===== src/rtl/rsm_pkg.sv =====
// rtl/rsm_pkg.sv - shared encodings for the Simple RISC Machine controller, decoder and datapath
package rsm_pkg;

  typedef enum logic [2:0] {
    S_WAIT      = 3'd0,
    S_DECODE    = 3'd1,
    S_WRITE_IMM = 3'd2,
    S_GET_A     = 3'd3,
    S_GET_B     = 3'd4,
    S_ALU       = 3'd5,
    S_CMP       = 3'd6,
    S_WRITE_REG = 3'd7
  } state_t;

  localparam logic [2:0] OPC_MOV = 3'b110;
  localparam logic [2:0] OPC_ALU = 3'b101;

  localparam logic [1:0] OP_MOV_IMM = 2'b10;
  localparam logic [1:0] OP_MOV_REG = 2'b00;
  localparam logic [1:0] OP_ADD     = 2'b00;
  localparam logic [1:0] OP_CMP     = 2'b01;
  localparam logic [1:0] OP_AND     = 2'b10;
  localparam logic [1:0] OP_MVN     = 2'b11;

  localparam logic [2:0] NSEL_RN   = 3'b100;
  localparam logic [2:0] NSEL_RD   = 3'b010;
  localparam logic [2:0] NSEL_RM   = 3'b001;
  localparam logic [2:0] NSEL_NONE = 3'b000;

  localparam logic [1:0] VSEL_C     = 2'b00;
  localparam logic [1:0] VSEL_PC    = 2'b01;
  localparam logic [1:0] VSEL_IMM8  = 2'b10;
  localparam logic [1:0] VSEL_MDATA = 2'b11;

  typedef struct packed {
    logic       w;
    logic [2:0] nsel;
    logic       loada;
    logic       loadb;
    logic       loadc;
    logic       loads;
    logic       asel;
    logic       bsel;
    logic [1:0] vsel;
    logic       write;
    logic       err;
  } ctrl_t;

  function automatic logic is_legal(logic [2:0] opc, logic [1:0] op);
    return (opc == OPC_ALU) ||
           (opc == OPC_MOV && (op == OP_MOV_IMM || op == OP_MOV_REG));
  endfunction

  // Moore output table: a function of the state and the latched instruction only
  function automatic ctrl_t ctrl_for(state_t st, logic [2:0] opc, logic [1:0] op);
    ctrl_t c;
    c = '0;
    c.nsel = NSEL_NONE;
    c.vsel = VSEL_C;
    case (st)
      S_WAIT:      c.w = 1'b1;
      S_DECODE:    c.err = !is_legal(opc, op);
      S_WRITE_IMM: begin c.nsel = NSEL_RN; c.vsel = VSEL_IMM8; c.write = 1'b1; end
      S_GET_A:     begin c.nsel = NSEL_RN; c.loada = 1'b1; end
      S_GET_B:     begin c.nsel = NSEL_RM; c.loadb = 1'b1; end
      S_ALU:       begin
        c.loadc = 1'b1;
        c.asel  = (opc == OPC_MOV) || (opc == OPC_ALU && op == OP_MVN);
      end
      S_CMP:       c.loads = 1'b1;
      S_WRITE_REG: begin c.nsel = NSEL_RD; c.vsel = VSEL_C; c.write = 1'b1; end
      default:     c.w = 1'b1;
    endcase
    return c;
  endfunction

endpackage


===== src/rtl/rsm_controller_fsm_if.sv =====
// rtl/rsm_controller_fsm_if.sv - decoder/datapath control bundle for the controller FSM
interface rsm_controller_fsm_if;
  logic       s;
  logic [2:0] opcode;
  logic [1:0] op;
  logic       w;
  logic [2:0] nsel;
  logic       loada;
  logic       loadb;
  logic       loadc;
  logic       loads;
  logic       asel;
  logic       bsel;
  logic [1:0] vsel;
  logic       write;
  logic       err;

  modport master (
    output s, opcode, op,
    input  w, nsel, loada, loadb, loadc, loads, asel, bsel, vsel, write, err
  );

  modport slave (
    input  s, opcode, op,
    output w, nsel, loada, loadb, loadc, loads, asel, bsel, vsel, write, err
  );
endinterface


===== src/rtl/rsm_controller_fsm.sv =====
// rtl/rsm_controller_fsm.sv - one-instruction-at-a-time sequencer for the Simple RISC Machine datapath
module rsm_controller_fsm
  import rsm_pkg::*;
(
  input  logic               clk,
  input  logic               reset_n,
  rsm_controller_fsm_if.slave bus
);

  state_t     state, nxt;
  logic [2:0] opc_q, nxt_opc;
  logic [1:0] op_q,  nxt_op;
  ctrl_t      ctrl_q;

  always_comb begin
    nxt     = S_WAIT;
    nxt_opc = opc_q;
    nxt_op  = op_q;
    case (state)
      S_WAIT: begin
        nxt = S_WAIT;
        if (bus.s) begin
          nxt     = S_DECODE;
          nxt_opc = bus.opcode;
          nxt_op  = bus.op;
        end
      end
      S_DECODE: begin
        case ({opc_q, op_q})
          {OPC_MOV, OP_MOV_IMM}: nxt = S_WRITE_IMM;
          {OPC_MOV, OP_MOV_REG}: nxt = S_GET_B;
          {OPC_ALU, OP_ADD},
          {OPC_ALU, OP_AND},
          {OPC_ALU, OP_CMP}:     nxt = S_GET_A;
          {OPC_ALU, OP_MVN}:     nxt = S_GET_B;
          default:               nxt = S_WAIT;
        endcase
      end
      S_GET_A:     nxt = S_GET_B;
      S_GET_B:     nxt = (opc_q == OPC_ALU && op_q == OP_CMP) ? S_CMP : S_ALU;
      S_ALU:       nxt = S_WRITE_REG;
      default:     nxt = S_WAIT;
    endcase
  end

  // Outputs are registered alongside the state so they always match the state being entered
  always_ff @(posedge clk) begin
    if (!reset_n) begin
      state  <= S_WAIT;
      opc_q  <= 3'b000;
      op_q   <= 2'b00;
      ctrl_q <= ctrl_for(S_WAIT, 3'b000, 2'b00);
    end else begin
      state  <= nxt;
      opc_q  <= nxt_opc;
      op_q   <= nxt_op;
      ctrl_q <= ctrl_for(nxt, nxt_opc, nxt_op);
    end
  end

  assign bus.w     = ctrl_q.w;
  assign bus.nsel  = ctrl_q.nsel;
  assign bus.loada = ctrl_q.loada;
  assign bus.loadb = ctrl_q.loadb;
  assign bus.loadc = ctrl_q.loadc;
  assign bus.loads = ctrl_q.loads;
  assign bus.asel  = ctrl_q.asel;
  assign bus.bsel  = ctrl_q.bsel;
  assign bus.vsel  = ctrl_q.vsel;
  assign bus.write = ctrl_q.write;
  assign bus.err   = ctrl_q.err;

endmodule


===== src/flat_wrapper.sv =====
// flat-port wrapper written by rule: the top's interface ports become plain ports
module rsm_controller_fsm_flat import rsm_pkg::*;
  (clk, reset_n, bus_s, bus_opcode, bus_op, bus_w, bus_nsel, bus_loada, bus_loadb, bus_loadc, bus_loads, bus_asel, bus_bsel, bus_vsel, bus_write, bus_err);
  rsm_controller_fsm_if bus_i ();
  input  logic clk;
  input  logic reset_n;
  input wire logic [$bits(bus_i.s)-1:0] bus_s;
  input wire logic [$bits(bus_i.opcode)-1:0] bus_opcode;
  input wire logic [$bits(bus_i.op)-1:0] bus_op;
  output wire logic [$bits(bus_i.w)-1:0] bus_w;
  output wire logic [$bits(bus_i.nsel)-1:0] bus_nsel;
  output wire logic [$bits(bus_i.loada)-1:0] bus_loada;
  output wire logic [$bits(bus_i.loadb)-1:0] bus_loadb;
  output wire logic [$bits(bus_i.loadc)-1:0] bus_loadc;
  output wire logic [$bits(bus_i.loads)-1:0] bus_loads;
  output wire logic [$bits(bus_i.asel)-1:0] bus_asel;
  output wire logic [$bits(bus_i.bsel)-1:0] bus_bsel;
  output wire logic [$bits(bus_i.vsel)-1:0] bus_vsel;
  output wire logic [$bits(bus_i.write)-1:0] bus_write;
  output wire logic [$bits(bus_i.err)-1:0] bus_err;
  assign bus_i.s = bus_s;
  assign bus_i.opcode = bus_opcode;
  assign bus_i.op = bus_op;
  assign bus_w = bus_i.w;
  assign bus_nsel = bus_i.nsel;
  assign bus_loada = bus_i.loada;
  assign bus_loadb = bus_i.loadb;
  assign bus_loadc = bus_i.loadc;
  assign bus_loads = bus_i.loads;
  assign bus_asel = bus_i.asel;
  assign bus_bsel = bus_i.bsel;
  assign bus_vsel = bus_i.vsel;
  assign bus_write = bus_i.write;
  assign bus_err = bus_i.err;
  rsm_controller_fsm u_core (.clk(clk), .reset_n(reset_n), .bus(bus_i));
endmodule

===== config.mk =====
export PLATFORM = sky130hd
export DESIGN_NAME = rsm_controller_fsm_flat
export DESIGN_NICKNAME = d
export VERILOG_FILES = /design/src/rtl/rsm_pkg.sv /design/src/rtl/rsm_controller_fsm_if.sv /design/src/rtl/rsm_controller_fsm.sv /design/src/flat_wrapper.sv
export SDC_FILE = /design/constraint.sdc
export NUM_CORES = 1
export LEC_CHECK = 0
export CORE_UTILIZATION = 50
export CTS_CLUSTER_DIAMETER = 200
export DETAILED_ROUTE_END_ITERATION = 12
export GPL_TIMING_DRIVEN = 0
export PLACE_DENSITY_LB_ADDON = 0.25
export SYNTH_ARGS = -nofsm -noshare
export SYNTH_HDL_FRONTEND = slang
export SYNTH_SLANG_ARGS = --single-unit

===== constraint.sdc =====
create_clock -name clk -period 3.4 [get_ports clk]
set_input_delay 0.68 -clock clk [delete_from_list [all_inputs] [get_ports clk]]
set_output_delay 0.68 -clock clk [all_outputs]
set_load 0.01 [all_outputs]

==> impl_metrics.yaml <==
pwr:
  worst_ir_drop_vdd_uv: 380
  total_power_uw: 491
  p_comb_frac: 0.100
  p_int_uw: 384
  clkPwrFrac: 0.395
  leakage_uw: 0.000411
  powerDensity_nw_per_um2: 436
  p_seq_frac: 0.504
  p_sw_frac: 0.218
  net-switching-power_uw: 107
sta:
  min_period_over_period: 0.591
  setup_tns_ns: 0
  fin_crit_ns: 2.01
  max_freq_mhz: 498
  rsz0062_at_grt: "no"
  slew_violations: 0
  setup_slack_ns: 1.39
  setup_violations: 0
  fin_skew_ns: 0.0105
  relSlewSlack: 0.589
  worstMarginPinSlew_ns: 0.615
  hold_viol_final: 0
setup_path:
  required_ns: 3.61
  startpoint_type: "input pin"
  cp_max_fo: 7
  crit_path_end_kind: "flip-flop"
  setup.worst_path.start: "bus_s"
  worstSetupPathType: "input pin to flip-flop"
  critical_path_arrival_ns: 2.22
  timing.rr.start: "u_core.state[1]"
route:
  post_drt_via_cell_ratio: 5.73
  drt_pre_antenna_iters: 4
  drcViolationCount: 0
  drt-initial-drc-count: 16
  vias: 757
  totalWireLength_mm: 1.83
  ant_nets: 0
  wl_per_cell_um: 13.9
layout:
  layout_commonest_cell: "dfxtp_1"
  syn_to_final_growth_pct: 31.0
  fin_nets: 125
  diodes: 0
  layout_common_cells: "20 x dfxtp_1, 19 x clkdlybuf4s50_1, 12 x nand2_1, 6 x nor2_1, 6 x nor3_1"
  n_fill_cell: 115
  final_cells: 132
  layout-drive-gt1-share: 0.147
place:
  portBuffers: 19
  dp_slack_ns: 1.04
  placedCellCount: 128
  hpwl_mm: 1.37
  place_congestion: 0.842
grt:
  antenna_found_initial: 0
  grt_pass1_wl_mm: 2.95
  grt_pass1_vias: 671
  grt_overflow: 0
  grt_max_degree: 13
  track_usage: 0.208
synth:
  synth.cell_area_sq_um: 858
  syn_avg_cell_area_sq_um: 9.33
  synth_seq_area_share: 0.466
  yosysWarnings: 0
  async_flop_share: 0
  ys_ff_latch: 20
  synth-edff-count: 0
  synth_cell_types: 37
  netlist_instances: 92
  ys.flop_type: "dfxtp_1"
die:
  initial_utilization: 0.551
  core_region_area_sq_um: 1560
  num_rows: 14
  io_pins: 22
  die_h_um: 43.4
  die_x_um: 43.4
  dieArea_sq_um: 1890
cts:
  clkSinkCount: 20
  post-cts-setup-buffer-count: 0
  clk_pin_slew_ns: 0.11
  cts_tree: "yes"
  cts_buffers: 3
  post_cts_resized: 0
  cts_buffer_depth: 2
  cts_root_buffer: "clkbuf_4"
  hold_buffers: 0
  htree_levels: 1
  clock_latency_ns: 0.31
status:
  status: "complete, no violations"
min_path:
  min-delay-path-class: "flip-flop to flip-flop"
  min_from: "u_core.opc_q[0]"
flow_run:
  cap_violations: 0
==> worst max-delay path, stage by stage <==
cell	delay (ns)
clkdlybuf4s50_1	0.47
nor4b_2	0.52
nand3_1	0.24
a2111oi_4	0.31
==> cell families (layout without fill, tap and decap cells) <==
| kind of cell | count (synthesis) | count (layout) | share of synthesized area |
|---|---|---|---|
| AO/OA/AOI/OAI | 20 | 20 | 0.178 |
| buffers and inverters | 7 | 30 | 0.0495 |
| flip-flops | 20 | 20 | 0.466 |
| multiplexers | 2 | 2 | 0.0233 |
| other | 1 | 2 | 0.00437 |
| AND/OR/NAND/NOR | 42 | 42 | 0.278 |
==> path summary, 6_finish.rpt <==
check	end	slack (ns)	depth (start not counted)
setup / recovery	u_core.bus.asel	1.39	4
hold / removal	u_core.opc_q[0]	0.53	2
setup reg to reg	u_core.bus.asel	1.72	5
hold reg to reg	u_core.opc_q[0]	0.53	2
==> layer usage <==
layer	share of wire	wire, um	global-route usage
met1	0.44	808	0.282
met2	0.49	891	0.333
met3	0.052	95	0.0292
met4	0.020	36	0.0875
met5	0	0	0
==> Yosys cell counts, types with 2 or more instances <==
cell	instances	area share
nor3_2	2	0.023
nand4_1	2	0.015
a21oi_1	5	0.029
nor3_1	6	0.035
nand2_1	12	0.052
mux2i_1	2	0.023
buf_4	2	0.017
o22ai_1	2	0.015
o21ai_0	4	0.023
dfxtp_1	20	0.47
nand3_1	4	0.023
nor2_1	6	0.026
==> power by group through the flow <==
stage	Clock, uW	Sequential (uW)	Combinational, uW
2_1_floorplan	0	252	29.2
3_3_place_gp	0	252	47.4
3_5_place_dp	0	253	48.3
4_1_cts	194	247	48.8
5_1_grt	205	249	53.7
6_report	194	248	49.2
==> per-stage QoR <==
step	cell area [sq um]	hold slack (ns)	util
2_1_floorplan	862	0.477	-
3_3_place_gp	1070	0.499	0.688
3_5_place_dp	1070	0.515	0.688
4_1_cts	1120	0.530	0.722
5_1_grt	1120	0.565	0.722
6_report	1120	0.530	0.722
==> sequential cells by signal, summed over array words and instances, names as in the netlist <==
register	cells
u_core.bus.loadc	1
u_core.bus.nsel	3
u_core.bus.asel	1
u_core.bus.write	1
u_core.bus.err	1
u_core.opc_q	3
u_core.bus.w	1
u_core.bus.vsel	1
u_core.bus.loads	1
u_core.bus.loadb	1
u_core.bus.loada	1
u_core.state	3
u_core.op_q	2
==> final cells by class <==
class | instances | area [sq um] | area share
plain buffers | 4 | 31.3 | 0.0278
clock buffers | 3 | 22.5 | 0.0200
clock inverters | 1 | 30.0 | 0.0267
inverters | 3 | 11.3 | 0.0100
multi-input cells | 66 | 419 | 0.373
flip-flops and latches | 20 | 400 | 0.356
well taps | 16 | 20.0 | 0.0178
repair buffers | 19 | 190 | 0.169
Note: power is estimated with default switching activity, not from simulation.
